**src/rtl/mem_port_arbiter.sv**
```systemverilog
// Arbiter and sequencer for the shared CPU memory port: instruction fetch vs.
// load/store traffic, with registered strobes, variable latency and wait-state abort.
module mem_port_arbiter #(
  parameter int ADDR_W   = 16,
  parameter int DATA_W   = 16,
  parameter int MAX_WAIT = 15
) (
  input  logic              clock,
  input  logic              reset,
  input  logic              if_req,
  input  logic [ADDR_W-1:0] if_addr,
  output logic [DATA_W-1:0] if_rdata,
  output logic              if_done,
  input  logic              ls_req,
  input  logic              ls_we,
  input  logic [ADDR_W-1:0] ls_addr,
  input  logic [DATA_W-1:0] ls_wdata,
  output logic [DATA_W-1:0] ls_rdata,
  output logic              ls_done,
  output logic [ADDR_W-1:0] mem_addr,
  output logic [DATA_W-1:0] mem_wdata,
  output logic              mem_read,
  output logic              mem_write,
  input  logic [DATA_W-1:0] mem_rdata,
  input  logic              mem_ready,
  output logic              err_timeout
);

  localparam int CNT_W = (MAX_WAIT < 2) ? 1 : $clog2(MAX_WAIT + 1);
  localparam logic [CNT_W-1:0] LAST_WAIT = CNT_W'(MAX_WAIT - 1);

  typedef enum logic [1:0] {
    IDLE   = 2'd0,
    ACCESS = 2'd1,
    DONE   = 2'd2
  } state_t;

  state_t            state_r;
  state_t            state_s;
  logic              owner_r;       // 1 = LS owns the port
  logic              last_owner_r;  // 1 = LS was granted last
  logic [CNT_W-1:0]  wait_cnt_r;
  logic              grant_s;
  logic              grant_ls_s;
  logic              finish_s;
  logic              timeout_s;

  // State register.
  always_ff @(posedge clock) begin
    if (reset) begin
      state_r <= IDLE;
    end else begin
      state_r <= state_s;
    end
  end

  // Next-state logic, grant selection and completion detection.
  always_comb begin
    state_s    = state_r;
    grant_s    = 1'b0;
    grant_ls_s = 1'b0;
    finish_s   = 1'b0;
    timeout_s  = 1'b0;
    case (state_r)
      IDLE: begin
        if (if_req && ls_req) begin
          grant_s    = 1'b1;
          grant_ls_s = ~last_owner_r;
        end else if (if_req) begin
          grant_s    = 1'b1;
          grant_ls_s = 1'b0;
        end else if (ls_req) begin
          grant_s    = 1'b1;
          grant_ls_s = 1'b1;
        end else begin
          grant_s    = 1'b0;
        end
        if (grant_s) begin
          state_s = ACCESS;
        end else begin
          state_s = IDLE;
        end
      end
      ACCESS: begin
        if (mem_ready) begin
          finish_s = 1'b1;
          state_s  = DONE;
        end else if (wait_cnt_r == LAST_WAIT) begin
          finish_s  = 1'b1;
          timeout_s = 1'b1;
          state_s   = DONE;
        end else begin
          state_s = ACCESS;
        end
      end
      DONE: begin
        // Requests are deliberately ignored here so requesters can drop req.
        state_s = IDLE;
      end
      default: begin
        state_s = IDLE;
      end
    endcase
  end

  // Registered strobes, address/data, completion pulses and read data.
  always_ff @(posedge clock) begin
    if (reset) begin
      owner_r      <= 1'b0;
      last_owner_r <= 1'b1;
      wait_cnt_r   <= {CNT_W{1'b0}};
      mem_addr     <= {ADDR_W{1'b0}};
      mem_wdata    <= {DATA_W{1'b0}};
      mem_read     <= 1'b0;
      mem_write    <= 1'b0;
      if_done      <= 1'b0;
      ls_done      <= 1'b0;
      err_timeout  <= 1'b0;
      if_rdata     <= {DATA_W{1'b0}};
      ls_rdata     <= {DATA_W{1'b0}};
    end else begin
      if_done     <= finish_s & ~owner_r;
      ls_done     <= finish_s & owner_r;
      err_timeout <= timeout_s;
      if (grant_s) begin
        owner_r      <= grant_ls_s;
        last_owner_r <= grant_ls_s;
        wait_cnt_r   <= {CNT_W{1'b0}};
        mem_addr     <= grant_ls_s ? ls_addr : if_addr;
        mem_wdata    <= grant_ls_s ? ls_wdata : {DATA_W{1'b0}};
        mem_read     <= ~grant_ls_s | ~ls_we;
        mem_write    <= grant_ls_s & ls_we;
      end else if (finish_s) begin
        mem_read  <= 1'b0;
        mem_write <= 1'b0;
        if (mem_read && !owner_r) begin
          if_rdata <= timeout_s ? {DATA_W{1'b0}} : mem_rdata;
        end else if (mem_read && owner_r) begin
          ls_rdata <= timeout_s ? {DATA_W{1'b0}} : mem_rdata;
        end else begin
          if_rdata <= if_rdata;
        end
      end else if (state_r == ACCESS) begin
        wait_cnt_r <= wait_cnt_r + {{(CNT_W-1){1'b0}}, 1'b1};
      end else begin
        wait_cnt_r <= wait_cnt_r;
      end
    end
  end

endmodule

```
**config.mk**
```make
export PLATFORM = sky130hd
export DESIGN_NAME = mem_port_arbiter
export DESIGN_NICKNAME = d
export VERILOG_FILES = /design/src/rtl/mem_port_arbiter.sv
export SDC_FILE = /design/constraint.sdc
export NUM_CORES = 1
export LEC_CHECK = 0
export CAP_MARGIN = 0
export CELL_PAD_IN_SITES_DETAIL_PLACEMENT = 1
export CELL_PAD_IN_SITES_GLOBAL_PLACEMENT = 2
export CORE_ASPECT_RATIO = 1.1
export CORE_MARGIN = 5
export CORE_UTILIZATION = 26
export DETAILED_ROUTE_END_ITERATION = 6
export GPL_TIMING_DRIVEN = 0
export PLACE_DENSITY = 0.87
export RECOVER_POWER = 50
export SYNTH_ARGS = -nofsm -noshare
export SYNTH_HDL_FRONTEND = slang
export SYNTH_SLANG_ARGS = --single-unit
```
**constraint.sdc**
```tcl
create_clock -name clock -period 4.05 [get_ports clock]
set_clock_uncertainty 0.05 [all_clocks]
set_input_delay 0.6075 -clock clock [delete_from_list [all_inputs] [get_ports clock]]
set_output_delay 0.6075 -clock clock [all_outputs]
set_load 0.01 [all_outputs]
```
==> metrics.yaml <==
grt_pass1_wl_um: 17300
dp_slack_ps: 1350
crit_cells: 5
track_usage_pct: 14.8
rrSetupSlack_ps: 1970
clk_pin_slew_ps: 60
dp_hpwl_um: 8370
r2r-end: "ls_rdata[15]$_SDFFE_PP0P_"
start_util_pct: 26.4
p_int_uw: 1510
crit_path_start_kind: "input port"
cts_setup_buffers: 0
synth_cell_types: 40
synth_ff_type: "dfxtp_1"
fin_area_um2: 5060
r2r_start: "wait_cnt_r[0]$_SDFFE_PP0P_"
async_reset_ff_share_pct: 0
cts_htree_levels: 3
cts-resized-gates: 0
yosysSeqAreaShare_pct: 48.5
nNetsFinal: 540
die-area_um2: 14500
rsz0062_at_grt: "false"
critical_path.cell_chain: "clkdlybuf4s50_1 > nor2_1 > clkbuf_1 > nor3_1 > a2111oi_2"
crit_type: "input port to register"
ant_nets: 0
fmax_mhz: 422
final.period_utilization_pct: 58.5
grt_max_degree: 13
io_buffers: 137
clkSinkCount: 77
status: "completed"
r2r.worst_path.cells: 7
dieHeight_um: 126
area_growth_pct: 59.1
max_stage_delay_ps: 530
min_period_ps: 2370
worst_slew_pin_slew_ps: 674
synth_seq_cells: 77
core_um2: 12000
postSynthCellCount: 320
antenna_cells: 0
p_per_area_nw_per_um2: 394
synth_edf_count: 0
synthTopCellsByArea: "dfxtp_1 48%, mux2i_1 10%, nor3_1 5.7%"
slowest_stage: "nor2_1"
cts_root_buf: "clkbuf_16"
via_count: 3047
maxCapViolCount: 0
synthTopCellsByCount: "77 x dfxtp_1, 36 x nor3_1, 34 x nand2_1"
antenna_found_initial: 0
power_frac_clock_pct: 42.9
remaining_drc_errors: 0
final_util_pct: 42.0
dr.pass1.iters: 4
syn_area_per_cell_um2: 9.94
drv_slew: 0
grt_pass1_vias: 3310
comb_power_share_pct: 16.0
startpoint: "if_req"
worstSkewPairLatency_ps: 330
synth_top_cell_by_area: "dfxtp_1"
whs_ps: 409
boundaryPins: 139
netSwitchingPower_uw: 481
peakVddDrop_mv: 0.204
hold_viol: 0
cts_tree: "yes"
required_ps: 4220
synth_most_common_cell: "dfxtp_1"
cts_max_path_buffers: 2
netlist_area_um2: 3180
postPlaceCellArea_um2: 4740
hold_path.class: "register to register"
setup_viol: 0
switching_share_pct: 24.1
slew-limit-headroom_pct: 55.1
initialDrtViolationCount: 105
vias_per_cell: 4.87
setup_slack_ps: 1680
overflow: 0
hold_path_depth: 2
wl_per_cell_um: 17.4
crit_fanout: 10
crit_buf_inv: 2
holdBufCountCts: 0
arrival_ps: 2540
synth_nets: 392
tns_ps: 0
cp-endpoint: "mem_addr[13]$_SDFFE_PP0P_"
ys.warnings.count: 0
cp_top_family: "buffers and inverters"
numCtsBuffers: 9
drive_above_1_share_pct: 8.05
die_x_um: 115
synth_top_area_share_pct: 48.5
p_leak_uw: 0.00207
gp_congestion: 0.748
cp-end-kind: "register"
seqPwrFrac_pct: 41.1
wirelength_um: 10900
std_cell_rows: 42
[sequential cells by signal, summed over array words and instances, names as in the netlist]
| register | flops |
|---|---|
| if_rdata | 16 |
| ls_rdata | 16 |
| mem_addr | 16 |
| mem_wdata | 16 |
| wait_cnt_r | 4 |
| state_r | 2 |
| err_timeout | 1 |
| if_done | 1 |
| last_owner_r | 1 |
| ls_done | 1 |
| mem_read | 1 |
| mem_write | 1 |
| owner_r | 1 |
[tightest hold or removal path: cells and delay by family (launching register included)]
kind,cells,cell delay (ps)
flip-flops,1,310
multiplexers,1,60
AND/OR/NAND/NOR,1,50
[placed cells by master, fill, tap and decap left out, types with 2 or more instances in the layout]
cell type	count
dfxtp_1	77
dlygate4sd3_1	70
clkdlybuf4s50_1	67
nor3_1	36
nand2_1	34
mux2i_1	32
clkbuf_1	21
a21oi_1	19
a22o_1	16
o211ai_1	16
a2111oi_2	9
clkbuf_16	9
a2111oi_0	7
o21ai_0	5
nor2_1	4
buf_2	4
inv_1	3
buf_6	3
nand3_1	3
or2_2	2
a211o_1	2
a31oi_1	2
and3_1	2
o21a_1	2
a21boi_0	2
buf_4	2
ha_1	2
bufinv_16	2
[routing by layer]
layer | wire length (um) | GRT usage, %
met5 | 0 | 0
met4 | 108 | 4.14
met3 | 744 | 3.93
met2 | 5330 | 25.2
met1 | 4710 | 18.2
[power groups by stage]
stage | registers, uW | logic (uW) | clock network (uW)
global route | 825 | 346 | 907
detailed placement | 837 | 334 | 0
finish | 819 | 318 | 855
CTS | 822 | 336 | 876
floorplan | 848 | 138 | 0
global placement | 836 | 329 | 0
[cells by family after synthesis]
kind of cell / after synthesis / share of synthesized area (%)
adders and majority gates: 2 / 0.787
DFF: 77 / 48.5
buffers and inverters: 34 / 5.12
and+or+nand+nor: 90 / 14.0
AOI/OAI and AO/OA: 85 / 21.5
muxes: 32 / 10.1
[how the worst min path moves through the flow]
stage	slack, ps	endpoint	startpoint
2_1_floorplan	390	last_owner_r$_SDFFE_PP1P_	last_owner_r$_SDFFE_PP1P_
4_1_cts	420	ls_rdata[6]$_SDFFE_PP0P_	ls_rdata[6]$_SDFFE_PP0P_
3_3_place_gp	400	if_rdata[7]$_SDFFE_PP0P_	if_rdata[7]$_SDFFE_PP0P_
3_5_place_dp	410	ls_rdata[6]$_SDFFE_PP0P_	ls_rdata[6]$_SDFFE_PP0P_
5_1_grt	430	if_rdata[6]$_SDFFE_PP0P_	if_rdata[6]$_SDFFE_PP0P_
6_report	410	ls_rdata[13]$_SDFFE_PP0P_	ls_rdata[13]$_SDFFE_PP0P_
[area by class of cell]
cell class / count / area, um^2
buffer: 29 / 144
clock buffer: 11 / 243
clock inverter: 4 / 72.6
fill: 1421 / 6980
inverter: 5 / 18.8
multi-input combinational: 209 / 1480
sequential: 77 / 1540
tap: 154 / 193
timing repair buffer: 137 / 1370
[stage by stage]
stage               power, uW  std cells
finish                   1990        626
detailed placement       1170        611
global placement         1160        611
global route             2080        626
CTS                      2030        626
floorplan                 987        320
Note: power is estimated with default switching activity, not from simulation.
